**config.mk**
```make
export PLATFORM = sky130hd
export DESIGN_NAME = nibble_serial_adder
export DESIGN_NICKNAME = d
export VERILOG_FILES = /design/src/rtl/nibble_serial_adder.sv
export SDC_FILE = /design/constraint.sdc
export NUM_CORES = 1
export LEC_CHECK = 0
export ABC_AREA = 1
export ABC_CLOCK_PERIOD_IN_PS = 2600
export CAP_MARGIN = 20
export CORE_AREA = 2 2 79 81
export CTS_BUF_LIST = sky130_fd_sc_hd__clkbuf_8
export DETAILED_ROUTE_END_ITERATION = 8
export DIE_AREA = 0 0 81 83
export PLACE_DENSITY = 0.84
export SLEW_MARGIN = 20
export SYNTH_ARGS = -nofsm -noshare
export SYNTH_HDL_FRONTEND = slang
export SYNTH_SLANG_ARGS = --single-unit
```
**constraint.sdc**
```tcl
create_clock -name clk -period 2.6 [get_ports clk]
set_input_delay 0.26 -clock clk [delete_from_list [all_inputs] [get_ports clk]]
set_output_delay 0.26 -clock clk [all_outputs]
set_load 0.01 [all_outputs]
```
**src/rtl/nibble_serial_adder.sv**
```systemverilog
`default_nettype none
// ============================================================================
// Module   : nibble_serial_adder (with helper ripple_carry_adder)
// Brief    : Multi-cycle WIDTH-bit adder that reuses one 4-bit ripple-carry
//            slice, one nibble per clock, LSB first, with the carry held in a
//            register between slices. Valid/ready handshake on both sides.
// Revision : 1.0 - initial release
// ============================================================================

// 4-bit ripple-carry adder slice: {co,s} = a + b + ci
module ripple_carry_adder (
    input  logic [3:0] a,
    input  logic [3:0] b,
    input  logic       ci,
    output logic [3:0] s,
    output logic       co
);
    logic [4:0] w_c;

    assign w_c[0] = ci;

    // One full adder per bit, carry rippling upward.
    generate
        for (genvar gi = 0; gi < 4; gi++) begin : g_bit
            assign s[gi]     = a[gi] ^ b[gi] ^ w_c[gi];
            assign w_c[gi+1] = (a[gi] & b[gi]) | (w_c[gi] & (a[gi] ^ b[gi]));
        end
    endgenerate

    assign co = w_c[4];
endmodule

module nibble_serial_adder #(
    parameter int WIDTH = 16
) (
    input  logic             clk,
    input  logic             rst_n,
    input  logic             in_valid,
    output logic             in_ready,
    input  logic [WIDTH-1:0] a,
    input  logic [WIDTH-1:0] b,
    input  logic             cin,
    output logic             out_valid,
    input  logic             out_ready,
    output logic [WIDTH-1:0] sum,
    output logic             cout
);
    localparam int NSLICE = WIDTH / 4;
    localparam int IDXW   = (NSLICE > 1) ? $clog2(NSLICE) : 1;
    localparam logic [IDXW-1:0] c_last = IDXW'(NSLICE - 1);

    typedef enum logic [1:0] {
        S_IDLE = 2'd0,
        S_RUN  = 2'd1,
        S_DONE = 2'd2
    } state_t;

    state_t            r_state;
    logic [WIDTH-1:0]  r_a;
    logic [WIDTH-1:0]  r_b;
    logic [WIDTH-1:0]  r_sum;
    logic [IDXW-1:0]   r_idx;
    logic              r_carry;
    logic              r_cout;

    logic [3:0]        w_slice_a;
    logic [3:0]        w_slice_b;
    logic [3:0]        w_slice_sum;
    logic              w_slice_co;

    // Current nibble of each latched operand feeds the shared slice.
    assign w_slice_a = r_a[4*r_idx +: 4];
    assign w_slice_b = r_b[4*r_idx +: 4];

    ripple_carry_adder u_slice (
        .a  (w_slice_a),
        .b  (w_slice_b),
        .ci (r_carry),
        .s  (w_slice_sum),
        .co (w_slice_co)
    );

    // Handshake flags are pure state decodes, so no input reaches an output
    // combinationally and the two flags can never be high together.
    assign in_ready  = (r_state == S_IDLE);
    assign out_valid = (r_state == S_DONE);
    assign sum       = r_sum;
    assign cout      = r_cout;

    // Sequencer: accept operands, walk the slices LSB first, hold result.
    always_ff @(posedge clk or negedge rst_n) begin
        if (!rst_n) begin
            r_state <= S_IDLE;
            r_a     <= '0;
            r_b     <= '0;
            r_sum   <= '0;
            r_idx   <= '0;
            r_carry <= 1'b0;
            r_cout  <= 1'b0;
        end else begin
            case (r_state)
                S_IDLE: begin
                    if (in_valid) begin
                        r_a     <= a;
                        r_b     <= b;
                        r_carry <= cin;
                        r_idx   <= '0;
                        r_state <= S_RUN;
                    end
                end
                S_RUN: begin
                    r_sum[4*r_idx +: 4] <= w_slice_sum;
                    r_carry             <= w_slice_co;
                    if (r_idx == c_last) begin
                        r_cout  <= w_slice_co;
                        r_idx   <= '0;
                        r_state <= S_DONE;
                    end else begin
                        r_idx <= r_idx + IDXW'(1);
                    end
                end
                S_DONE: begin
                    if (out_ready) begin
                        r_state <= S_IDLE;
                    end
                end
                default: begin
                    r_state <= S_IDLE;
                end
            endcase
        end
    end
endmodule
`default_nettype wire

```
Word level (Yosys, flattened, before mapping)
Index checks and enable logic that the tools add are counted.
Widths: inputs -> output; s select.
Storage, ports and cells
  register bits: 54
  bits in latches: 0
  memory bits (writable): 0
  ROM bits: 0
  input bits: 37
  output and inout port bits: 19
  logic and storage cells: 55
  memories: 0
Operators by class
  $add $sub $neg: 2
  multipliers: 0
  divide/modulo/power cells: 0
  $lt $le $gt $ge: 0
  equal/unequal tests: 6
  shifts and indexed selects: 4
  mux-type cells: 10
  bitwise logic cells: 20
  reductions and logical operators: 6
Operators by type and width (count)
  $neg 4->34: 1
  $shift 4x34->16 const A: 1
  $shiftx 4x34->16: 1
  $shiftx 16x5->4: 2
  $bwmux 16: 1
  $mux 2: 5
  $and 1x1->1: 8
  $xor 1x1->1: 8
  $pmux 2 s3: 1
  $reduce_and 2->1: 3
  $eq 2x2->1 const B: 2
  $ne 2x2->1 const B: 2
  $or 1x1->1: 4
  $pmux 2 s2: 1
  $reduce_and 3->1: 1
  $add 2x1->2 const B: 1
  $eq 2x1->1 const B: 1
  $logic_not 2->1: 1
  $ne 2x1->1 const B: 1
  $pmux 1 s2: 1
  $reduce_bool 2->1: 1
  $mux 1: 1

Depth between registers and ports, before layout
  depth in word-level cells: 11
  mapped depth: 14
  depth with buffers taken out: 13

Hierarchy
A second synthesis with hierarchy kept.
Unflattened totals
  cell total of the unflattened synthesis: 349
  area, all modules: 2767.7 um2
By module, submodules not included
  nibble_serial_adder: instances 1, cells an instance 335, area each 2650.0 um2, sequential area each 1351.3 um2
  ripple_carry_adder: instances 1, cells an instance 14, area each 117.6 um2, sequential area each 0.0 um2

Worst setup path after synthesis
OpenSTA, ideal clock, no wires.
  path kind: flip-flop to flip-flop
  start point: reg r_idx[0]
  end point: reg r_sum[11], in the netlist sum[11]
  library setup time: 0.117 ns
  arrival: 2.599 ns
  path slack: -0.116 ns
  stages on the path, launching flop included: 15
  path buffers: 1
  clock period less this slack: 2.716 ns
  path through: dfrtp_1 inv_1 buf_2 nand2_1 nand3_1 nand2_1 fa_1 fa_1 inv_1 fa_1 fa_1 nand2_1 inv_1 nand3_1 nand2_1
Between the ends
  cells in the longest elaborated chain, start to end: 11
  elaborated cells between the ends (all ways): 23
  those cells by class: add/sub (1); shift (4); mux (1); bitwise (17)
Ends and longest elaborated chain
  start: declaration: line 62  | logic [IDXW-1:0] r_idx;
  start signal: assignment: line 119  | r_idx <= r_idx + IDXW'(1);
  $shiftx 16x5->4, on equally long branches: line 72, 73
  $xor 1x1->1: line 25, 26
  $and 1x1->1: line 26  | assign w_c[gi+1] = (a[gi] & b[gi]) | (w_c[gi] & (a[gi] ^ b[gi]));
  $or 1x1->1: line 26
  $and 1x1->1: line 26
  $or 1x1->1: line 26
  $and 1x1->1: line 26
  $or 1x1->1: line 26
  $xor 1x1->1: line 25  | assign s[gi] = a[gi] ^ b[gi] ^ w_c[gi];
  $shiftx 4x34->16: line 112  | r_sum[4*r_idx +: 4] <= w_slice_sum;
  $bwmux 16 *: line 112
  end signal: indexed assignment: line 112
  end: declaration: line 61  | logic [WIDTH-1:0] r_sum;
Mark *: on every way between the ends. The rest lies on a longest branch, timed or not.
A chain may end at the register's enable or synchronous reset.

Final worst setup path
Ends and elaborated chain as after synthesis.

==> flow_summary_export.csv <==
group,metric,value,unit
outcome,status,"finished clean",
sta,tightest_slew,771,ps
drt,via_count,2433,
worst_setup_path,worstPathArrival,2760,ps
worst_setup_path,rr_worst_depth,13,
floorplanning,die_w,81,um
cells_and_area,seqCellArea,1350,um^2
sta,fin_crit,2550,ps
logic_synthesis,synth_area_per_cell,8.14,um^2
clock_tree,htreeDepth,2,
logic_synthesis,synth.area.top_cells,"dfrtp_1, nand2_1, nand3_1",
grt,globalRouteMet3Util,3.91,%
grt,track_usage,20.1,%
drt,drcViolationCount,0,
sta,setup_ws,48.0,ps
cells_and_area,fillers,526,
place,place.gp.congestion,0.913,
clock_tree,tritoncts,"yes",
grt,grt_max_degree,35,
worst_setup_path,crit_start,"r_idx[0]$_DFFE_PN0P_",
cells_and_area,drive_gt1_share,12.4,%
place,dp_hpwl,4680,um
cells_and_area,num-nets-final,440,
floorplanning,num_rows,28,
worst_setup_path,crit_fanout,3,
place,io_buffer_count,55,
clock_tree,cts_buffers,5,
grt,first_global_vias,2379,
clock_tree,path_clk_slew,90,ps
drt,wl,6440,um
worst_setup_path,regToRegStartpoint,"r_idx[0]$_DFFE_PN0P_",
job,maxCapViolations,0,
clock_tree,cts.sinks,54,
drt,drt_pass1_iterations,4,
sta,hold_viol_final,0,
power_and_ir_drop,total_power,4670,uW
grt,top_usage_layer,"met2",
worst_setup_path,cpMostUsedCell,"fa_2",
drt,drt_first_iter_violations,180,
logic_synthesis,seq_area_frac_synth,49.4,%
worst_setup_path,cpMaxStageDelayCell,"fa_2",
worst_setup_path,worst-setup-path-type,"reg2reg",
logic_synthesis,synth_area,2740,um^2
cells_and_area,areaGrowthSynthToFinish,30.5,%
cells_and_area,antennaDiodeCount,0,
worst_setup_path,max_stage_delay,470,ps
worst_setup_path,rrSetupSlack,50,ps
drt,viasPerCell,5.19,
floorplanning,dieArea,6720,um^2
worst_setup_path,critPathLaunchType,"register",
power_and_ir_drop,p_leak,0.00177,uW
place,place_ws,-14.6,ps
logic_synthesis,syn-num-nets,383,
worst_setup_path,required,2810,ps
logic_synthesis,ys.warnings.count,0,
sta,rsz0062_at_grt,"yes",
logic_synthesis,ys_ff_latch,54,
floorplanning,core-area,5820,um^2
floorplanning,ioPinCount,56,
grt,grt_use_met1,25.6,%
cells_and_area,multi_input_area,1250,um^2
grt,antenna_found_initial,0,
clock_tree,clk_latency,310,ps
sta,max_clock_freq,392,MHz
logic_synthesis,synth_area_leader_cell,"dfrtp_1",
grt,grt_pass1_wl,10700,um
clock_tree,clockBufferDepth,2,
worst_setup_path,reg2reg_to,"sum[11]$_DFFE_PN0P_",
power_and_ir_drop,p_per_area,1310,nW/um^2
sta,period_share,98.2,%
worst_setup_path,worst_setup_path_end_kind,"register",
drt,wl_per_cell,13.7,um
floorplanning,die_y,83,um
drt,antenna_left,0,
sta,fin_setup_tns,0,ps
clock_tree,root_buffer,"clkbuf_8",
floorplanning,start_util,47.0,%
worst_setup_path,endpoint,"sum[11]$_DFFE_PN0P_",
sta,max_slew_margin,48.6,%
sta,skew,7.29,ps
logic_synthesis,synth.distinct_cells,24,
grt,use_met2,34.2,%
worst_setup_path,path_cells,"buf_6 -> nand2_1 -> nand3_1 -> nand2_1 -> fa_2 -> fa_2 -> inv_2 -> fa_2 -> fa_2 -> nand2_2 -> inv_1 -> nand3_1 -> nand2_1",
grt,grt-ovfl-total,0,
logic_synthesis,netlist.area_leader.share,49.4,%
sta,setup_violations,0,
power_and_ir_drop,peakVddDrop,620,uV
logic_synthesis,synthCells,336,
worst_hold_path,hold_path.class,"in2async",
sta,drv_slew,0,
==> cell families after synthesis <==
group	Yosys count	synth area share (%)
compound gates	18	3.89
fa+ha+maj	10	5.67
buf+inv	34	6.36
flops	54	49.4
simple gates	220	34.7
==> metrics by stage <==
| step | utilization (%) | hold slack, ps | instances | area (um^2) |
|---|---|---|---|---|
| 6_report | 61.4 | 15.7 | 469 | 3570 |
| 5_1_grt | 61.4 | 62.8 | 469 | 3570 |
| 4_1_cts | 60.2 | 37.2 | 467 | 3500 |
| 3_5_place_dp | 57.7 | 370 | 459 | 3360 |
| 3_3_place_gp | 57.7 | 361 | 459 | 3360 |
| 2_1_floorplan | - | -35.6 | 336 | 2760 |
==> worst min-delay path by stage <==
stage / start / end / slack (ps) / cells after the start
after floorplan: rst_n / cout$_DFFE_PN0P_ / -40 / 0
after global placement: rst_n / r_state[1]$_DFFE_PN0P_ / 360 / 1
after detailed placement: rst_n / r_state[1]$_DFFE_PN0P_ / 370 / 1
after CTS: rst_n / r_state[1]$_DFFE_PN0P_ / 40 / 1
after global routing: rst_n / r_a[7]$_DFFE_PN0P_ / 60 / 1
final: rst_n / r_state[1]$_DFFE_PN0P_ / 20 / 1
==> metal layers <==
metal	up-vias	share of wire (%)
met2	87	50
met4	0	1.9
li1	1182	-
met5	-	0
met1	1149	42
met3	15	6.3
==> synth_stat cells <==
cell	count
buf_2	4
ha_1	6
nand3_2	2
buf_4	5
nor2_2	2
fa_1	4
nand3_1	53
clkbuf_1	3
o21ai_2	1
o21ai_0	12
o211ai_1	4
inv_2	1
nand2_1	137
o31ai_1	1
nor2_8	1
nand4_1	2
inv_1	17
nand2_2	1
nor2_1	20
buf_6	3
buf_1	1
nand2_4	1
nor2_4	1
dfrtp_1	54
==> power by group <==
| part | switching [uW] | leakage (uW) | internal, uW |
|---|---|---|---|
| sequential | 285 | 0.000690 | 1210 |
| combinational | 1470 | 0.00101 | 1030 |
| clock | 271 | 0.0000714 | 410 |
==> state kept, by name, summed over array words and instances (netlist names) <==
name,cells
r_idx,2
r_b,16
r_a,16
r_carry,1
sum,16
r_state,2
cout,1
==> worst max-delay path, delay by kind of cell (launching register included) <==
kind,cells,cell delay (ps)
flops,1,440
fa+ha+maj,4,1350
simple gates,6,430
buf+inv,3,240
==> cell usage in the layout, fill, tap and decap left out <==
cell type        Yosys  routed
buf_12               0       1
buf_2                4       1
buf_4                5       7
buf_6                3       2
buf_8                0       1
bufinv_16            0       2
clkbuf_8             0       6
clkdlybuf4s50_1      0      54
dfrtp_1             54      52
dfrtp_2              0       2
fa_2                 0       4
ha_1                 6       6
inv_1               17      14
inv_2                1       3
inv_4                0       1
nand2_1            137     130
nand2_2              1       8
nand2_4              1       1
nand3_1             53      50
nand3_2              2       5
nand4_1              2       2
nor2_1              20      20
nor2_2               2       2
nor2_4               1       1
nor2_8               1       1
o211ai_1             4       4
o21ai_0             12      11
o21ai_1              0       1
o21ai_2              1       1
o31ai_1              1       1
==> what timing repair did <==
action,4_1_cts,5_1_grt
setup buffers,0,2
pin swaps,1,7
setup endpoints to repair,1,5
endpoints found under the hold margin,0,0
gates resized for setup,0,20
hold buffers,0,0
==> cell type report <==
class,instances,share of cell area (%)
multi-input combinational,248,35.1
tap,75,2.63
clock inverter,2,1.68
clock buffer,6,2.31
inverter,18,1.96
timing repair buffer,66,18.4
sequential,54,37.9
Note: power is estimated with default switching activity, not from simulation.
